===== config.mk =====
export PLATFORM = sky130hd
export DESIGN_NAME = tt_um_hoene_protocol_select_multi
export DESIGN_NICKNAME = d
export VERILOG_FILES = /design/src/rtl/tt_um_hoene_smart_led_pkg.sv /design/src/rtl/tt_um_hoene_word_capture.sv /design/src/rtl/tt_um_hoene_protocol_select_multi.sv
export SDC_FILE = /design/constraint.sdc
export NUM_CORES = 1
export LEC_CHECK = 0
export CAP_MARGIN = 40
export CELL_PAD_IN_SITES_DETAIL_PLACEMENT = 1
export CELL_PAD_IN_SITES_GLOBAL_PLACEMENT = 2
export CORE_MARGIN = 2
export CORE_UTILIZATION = 35
export CTS_BUF_LIST = sky130_fd_sc_hd__clkbuf_4 sky130_fd_sc_hd__clkbuf_8
export CTS_CLUSTER_SIZE = 16
export DETAILED_ROUTE_END_ITERATION = 8
export PLACE_DENSITY_LB_ADDON = 0.1
export SLEW_MARGIN = 10
export SYNTH_ARGS = -nofsm -noshare
export SYNTH_HDL_FRONTEND = slang
export SYNTH_SLANG_ARGS = --single-unit

===== constraint.sdc =====
create_clock -name clk -period 4.8 [get_ports clk]
set_input_delay 0.96 -clock clk [delete_from_list [all_inputs] [get_ports clk]]
set_output_delay 0.96 -clock clk [all_outputs]
set_load 0.005 [all_outputs]

===== src/rtl/tt_um_hoene_smart_led_pkg.sv =====
// Shared definitions for the smart-LED daisy-chain frame selector:
// state and error encodings plus the word-count clamp used at claim time.
package tt_um_hoene_smart_led_pkg;

  localparam int DEFAULT_WORD_BITS = 32;

  typedef enum logic [1:0] {
    SEARCH  = 2'd0,
    CAPTURE = 2'd1,
    DONE    = 2'd2
  } state_e;

  typedef enum logic [1:0] {
    ERR_NONE    = 2'd0,
    ERR_MARKER  = 2'd1,
    ERR_OVERRUN = 2'd2,
    ERR_PARITY  = 2'd3
  } err_e;

  // A request of zero still claims one word; anything too large saturates.
  function automatic int unsigned clamp_words(input int unsigned n,
                                              input int unsigned max_w);
    if (n == 0) return 1;
    if (n > max_w) return max_w;
    return n;
  endfunction

endpackage


===== src/rtl/tt_um_hoene_word_capture.sv =====
// Bit counter, word index and shift buffer for the frame selector.
// Flags the strobe that carries the last bit of the last claimed word.
module tt_um_hoene_word_capture #(
  parameter int WORD_BITS = 32,
  parameter int MAX_WORDS = 4,
  parameter int CNT_W     = $clog2(WORD_BITS),
  parameter int IDX_W     = $clog2(MAX_WORDS + 1)
) (
  input  logic                           clk,
  input  logic                           rst,
  input  logic                           clear,
  input  logic                           strobe,
  input  logic                           shift_en,
  input  logic                           claim,
  input  logic                           in_data,
  input  logic [IDX_W-1:0]               nw,
  output logic [CNT_W-1:0]               bit_counter,
  output logic [WORD_BITS*MAX_WORDS-1:0] shift_next,
  output logic                           last_bit
);

  localparam logic [CNT_W-1:0] LAST_POS = CNT_W'(WORD_BITS - 1);

  logic [CNT_W-1:0]               bit_cnt_q, bit_cnt_d;
  logic [IDX_W-1:0]               word_idx_q, word_idx_d;
  logic [IDX_W-1:0]               slot;
  logic [WORD_BITS*MAX_WORDS-1:0] shift_q;
  logic                           at_last_pos;
  logic                           at_last_word;

  assign bit_counter = bit_cnt_q;

  // NOTE: every signal written here gets a default first, so no latch is inferred.
  always_comb begin
    bit_cnt_d    = bit_cnt_q;
    word_idx_d   = word_idx_q;
    shift_next   = shift_q;
    at_last_pos  = (bit_cnt_q == LAST_POS);
    at_last_word = (word_idx_q == nw - 1'b1);
    slot         = claim ? '0 : word_idx_q;

    if (strobe) bit_cnt_d = at_last_pos ? '0 : bit_cnt_q + 1'b1;

    if (shift_en) begin
      for (int k = 0; k < MAX_WORDS; k++) begin
        if (slot == IDX_W'(k))
          shift_next[k*WORD_BITS +: WORD_BITS] =
            {shift_q[k*WORD_BITS +: WORD_BITS-1], in_data};
      end
    end

    // The claim strobe is always bit 0, so it can never be a word's last bit.
    last_bit = shift_en && !claim && at_last_pos && at_last_word;

    if (claim)
      word_idx_d = '0;
    else if (shift_en && at_last_pos && !at_last_word)
      word_idx_d = word_idx_q + 1'b1;
  end

  // NOTE: sequential state uses non-blocking assignments only.
  always_ff @(posedge clk) begin
    if (rst || clear) begin
      bit_cnt_q  <= '0;
      word_idx_q <= '0;
      shift_q    <= '0;
    end else begin
      bit_cnt_q  <= bit_cnt_d;
      word_idx_q <= word_idx_d;
      shift_q    <= shift_next;
    end
  end

endmodule


===== src/rtl/tt_um_hoene_protocol_select_multi.sv =====
// Frame selector: claims up to MAX_WORDS consecutive unclaimed LED words,
// double-buffers them for the PWM stage and reports the first error per frame.
module tt_um_hoene_protocol_select_multi
  import tt_um_hoene_smart_led_pkg::*;
#(
  parameter int WORD_BITS = DEFAULT_WORD_BITS,
  parameter int MAX_WORDS = 4,
  parameter int CNT_W     = $clog2(WORD_BITS),
  parameter int IDX_W     = $clog2(MAX_WORDS + 1)
) (
  input  logic                           clk,
  input  logic                           rst,
  input  logic                           in_data,
  input  logic                           in_clk,
  input  logic                           in_sync,
  input  logic                           parity_error,
  input  logic [IDX_W-1:0]               num_words,
  output logic [CNT_W-1:0]               bit_counter,
  output logic                           swap_forward_bit,
  output logic                           pwm_set,
  output logic [WORD_BITS*MAX_WORDS-1:0] led_data,
  output logic [IDX_W-1:0]               led_words,
  output logic                           error,
  output logic [1:0]                     error_code,
  output logic [1:0]                     state
);

  state_e                         state_q, state_d;
  err_e                           code_q, code_d;
  logic                           swap_q, swap_d;
  logic                           pwm_q, pwm_d;
  logic                           error_q, error_d;
  logic [WORD_BITS*MAX_WORDS-1:0] led_data_q, led_data_d;
  logic [IDX_W-1:0]               led_words_q, led_words_d;
  logic [IDX_W-1:0]               nw_q, nw_d;

  logic                           valid_bit, at_marker, claim, shift_en, last_bit;
  logic [WORD_BITS*MAX_WORDS-1:0] shift_next;

  assign valid_bit = in_clk && !parity_error && in_sync;
  assign at_marker = (bit_counter == '0);
  assign claim     = valid_bit && (state_q == SEARCH) && at_marker && in_data;
  assign shift_en  = claim || (valid_bit && (state_q == CAPTURE));

  tt_um_hoene_word_capture #(
    .WORD_BITS (WORD_BITS),
    .MAX_WORDS (MAX_WORDS),
    .CNT_W     (CNT_W),
    .IDX_W     (IDX_W)
  ) u_capture (
    .clk         (clk),
    .rst         (rst),
    .clear       (!in_sync),
    .strobe      (in_clk),
    .shift_en    (shift_en),
    .claim       (claim),
    .in_data     (in_data),
    .nw          (nw_q),
    .bit_counter (bit_counter),
    .shift_next  (shift_next),
    .last_bit    (last_bit)
  );

  always_comb begin
    state_d     = state_q;
    code_d      = code_q;
    swap_d      = swap_q;
    pwm_d       = 1'b0;
    error_d     = error_q;
    led_data_d  = led_data_q;
    led_words_d = led_words_q;
    nw_d        = nw_q;

    if (!in_sync) begin
      state_d = SEARCH;
      swap_d  = 1'b0;
      error_d = 1'b0;
      code_d  = ERR_NONE;
    end else if (in_clk) begin
      swap_d = 1'b0;
      if (parity_error) begin
        if (state_q == CAPTURE) begin
          state_d = DONE;
          error_d = 1'b1;
          if (!error_q) code_d = ERR_PARITY;
        end
      end else begin
        unique case (state_q)
          SEARCH: if (claim) begin
            swap_d  = 1'b1;
            state_d = CAPTURE;
            nw_d    = IDX_W'(clamp_words(int'(num_words), MAX_WORDS));
          end
          CAPTURE: begin
            if (at_marker) begin
              swap_d = 1'b1;
              if (!in_data) begin
                error_d = 1'b1;
                if (!error_q) code_d = ERR_MARKER;
              end
            end
            if (last_bit) begin
              for (int k = 0; k < MAX_WORDS; k++)
                led_data_d[k*WORD_BITS +: WORD_BITS] = (k < int'(nw_q)) ?
                  shift_next[k*WORD_BITS +: WORD_BITS] : '0;
              led_words_d = nw_q;
              pwm_d       = 1'b1;
              state_d     = DONE;
            end
          end
          DONE: if (at_marker && in_data) begin
            error_d = 1'b1;
            if (!error_q) code_d = ERR_OVERRUN;
          end
          default: state_d = SEARCH;
        endcase
      end
    end
  end

  // NOTE: the LED buffer is reset explicitly; it is a plain register, not a RAM.
  always_ff @(posedge clk) begin
    if (rst) begin
      state_q     <= SEARCH;
      code_q      <= ERR_NONE;
      swap_q      <= 1'b0;
      pwm_q       <= 1'b0;
      error_q     <= 1'b0;
      led_data_q  <= '0;
      led_words_q <= '0;
      nw_q        <= '0;
    end else begin
      state_q     <= state_d;
      code_q      <= code_d;
      swap_q      <= swap_d;
      pwm_q       <= pwm_d;
      error_q     <= error_d;
      led_data_q  <= led_data_d;
      led_words_q <= led_words_d;
      nw_q        <= nw_d;
    end
  end

  assign swap_forward_bit = swap_q;
  assign pwm_set          = pwm_q;
  assign led_data         = led_data_q;
  assign led_words        = led_words_q;
  assign error            = error_q;
  assign error_code       = code_q;
  assign state            = state_q;

endmodule


==> results_dict.tcl <==
set metrics [dict create \
    status "complete, no violations" \
    antenna_cells 0 \
    cts_tree "built" \
    synth_nets 852 \
    ys.flop_type "dfxtp_1" \
    vias_per_cell 4.95 \
    dpl.hpwl_um 14700 \
    crit_path_max_fanout 53 \
    drive_gt1_frac 0.104 \
    p_leak_nw 4.80 \
    vias 6741 \
    dr_wl_met2_um 10800 \
    worst_pin_slew_ps 856 \
    highest-signal-layer "met4" \
    dr_wl_met3_um 1140 \
    grt_pass1_vias 7303 \
    ys_seq_elements 277 \
    io_buffers 151 \
    path_class "reg2reg" \
    fp.dieH_um 169 \
    finClkSkew_ps 16.6 \
    cts_buffer_depth 3 \
    gp_congestion 0.713 \
    maxSlewViolCount 0 \
    globalRouteOverflowTotal 0 \
    ys_seq_area_frac 0.582 \
    relSlewSlack 0.428 \
    worstSetupStartpointType "register" \
    fillCellCount 2870 \
    finalSetupViolations 0 \
    syn_inst 838 \
    area_growth_pct 28.4 \
    critical_path.endpoint_type "register" \
    routedWlPerCell_um 16.8 \
    multi_input_area_um2 3640 \
    root_buffer "clkbuf_8" \
    power.total_mw 4.50 \
    drc 0 \
    ys_types 45 \
    vdd_drop_max_uv 181 \
    p_per_area_nw_per_um2 367 \
    crit_arrival_ps 3560 \
    cts_buffers 47 \
    grt_start_max_net_pins 58 \
    antenna_found_initial 0 \
    layoutNonFillerInstCount 1362 \
    dieArea_um2 28600 \
    min_path_type "reg2reg" \
    synth_edf_count 0 \
    wl_met1_um 10500 \
    netlist_area_um2 9540 \
    yosys_warnings 0 \
    period_share 0.647 \
    std_cell_rows 60 \
    rsz0062_at_grt "false" \
    insertion_delay_ps 550 \
    avgSynthCellArea_um2 11.4 \
    worst_ep_required_time_ps 5260 \
    die_w_um 169 \
    cts_sinks 277 \
    grt_pass1_wl_um 37500 \
    dp_cells 1282 \
    final_common_cell "dfxtp_1" \
    final.setup.tns_ps 0 \
    max_clock_freq_mhz 322 \
    hold_viol_final 0 \
    holdBufCountCts 0 \
    maxCapViolCount 0 \
    cts-resized-gates 0 \
    h-tree-depth 2 \
    period_needed_ps 3100 \
    fin_nets 1004 \
    final_util 0.455 \
    layout_common_cells "dfxtp_1 (277), clkdlybuf4s50_1 (151), nor2_1 (142)" \
    drtIter0Drc 256 \
    seq_area_um2 5550 \
    coreArea_um2 26900 \
    initial_utilization 0.355 \
    track_usage 0.160 \
    async_reset_ff_frac 0 \
    post_cts_buffers 0 \
    clk_pin_slew_ps 60 \
    drtAntennaViolNets 0 \
    ioPinCount 152 \
    dr.pass1.iters 4 \
    wirelength_um 22900 \
]
[Yosys cell counts, types with 2 or more instances]
library cell  number  share of area
nor4_1             2         0.0013
nand3b_1           3         0.0024
buf_6             11          0.013
nor3_1             3         0.0016
and3_1             2         0.0013
buf_4              5         0.0039
nor2_1           144          0.057
ha_1               5         0.0066
nand3_1            5         0.0026
nand2_1           16         0.0063
nor3b_1            2         0.0016
mux2i_1          135           0.14
xor2_1             4         0.0037
a21oi_1           11         0.0058
inv_1              7         0.0028
buf_2             21          0.011
o2bb2ai_1        127           0.12
nand2b_1           2         0.0013
dfxtp_1          277           0.58
or3_1              4         0.0026
o21ai_0            5         0.0026
clkbuf_1          24         0.0094
[per-layer routing]
layer	up-vias	track usage
li1	3280	-
met1	3273	0.201
met2	147	0.271
met3	41	0.0407
met4	0	0.0502
met5	-	0
[critical path: stages, from the launching register on]
cell and delay (ps):
dfxtp_1 360, ha_1 240, and3_1 190, ha_1 290
or3b_4 320, nor2_4 80, nor2_4 670, buf_4 660
o2bb2ai_1 190
[state kept, by name (all words and copies together) (netlist names)]
signal                 flops
u_capture.bit_counter      5
error                      1
u_capture.word_idx_q       3
state                      2
led_data                 128
nw_q                       3
pwm_set                    1
error_code                 2
u_capture.shift_q        128
led_words                  3
swap_forward_bit           1
[power breakdown]
| group | switching (mW) | internal [mW] | total, mW |
|---|---|---|---|
| Combinational | 0.0598 | 0.0260 | 0.0858 |
| Sequential | 0.00218 | 2.30 | 2.30 |
| Clock | 0.895 | 1.21 | 2.11 |
| Total | 0.957 | 3.54 | 4.50 |
[through the flow]
| stage | instance area (um2) | hold WS, ps | setup WS, ps |
|---|---|---|---|
| detailed placement | 11300 | 448 | 1150 |
| floorplan | 9540 | 456 | 2360 |
| CTS | 12200 | 465 | 1660 |
| finish | 12200 | 464 | 1700 |
| global placement | 11300 | 444 | 1250 |
| global route | 12200 | 480 | 1460 |
[kinds of logic (layout without fill, tap and decap cells)]
logic type,Yosys count,in the layout,share of synthesized area
DFF,277,277,0.582
muxes,135,135,0.142
adders and majority gates,5,5,0.00656
and+or+nand+nor,196,196,0.0917
xor gates and xnor gates,5,5,0.00604
buffers and inverters,68,251,0.0402
AOI/OAI and AO/OA,152,152,0.132
[path summary, 6_finish.rpt]
path / to / slack [ps] / cells past startpoint / from
worst max register to register: led_data[74] / 1700 / 8 / u_capture.bit_counter[0]
worst min register to register: led_data[113] / 460 / 1 / led_data[113]
worst min-delay path: led_data[113] / 460 / 1 / led_data[113]
worst max-delay path: led_data[74] / 1700 / 8 / u_capture.bit_counter[0]
[cell type report]
class | instances | share of cell area
sequential | 277 | 0.453
multi-input combinational | 493 | 0.297
timing repair buffer | 164 | 0.135
clock buffer | 76 | 0.0757
tap | 341 | 0.0349
inverter | 7 | 0.00215
clock inverter | 4 | 0.00184
(Power assumes the default switching activity.)
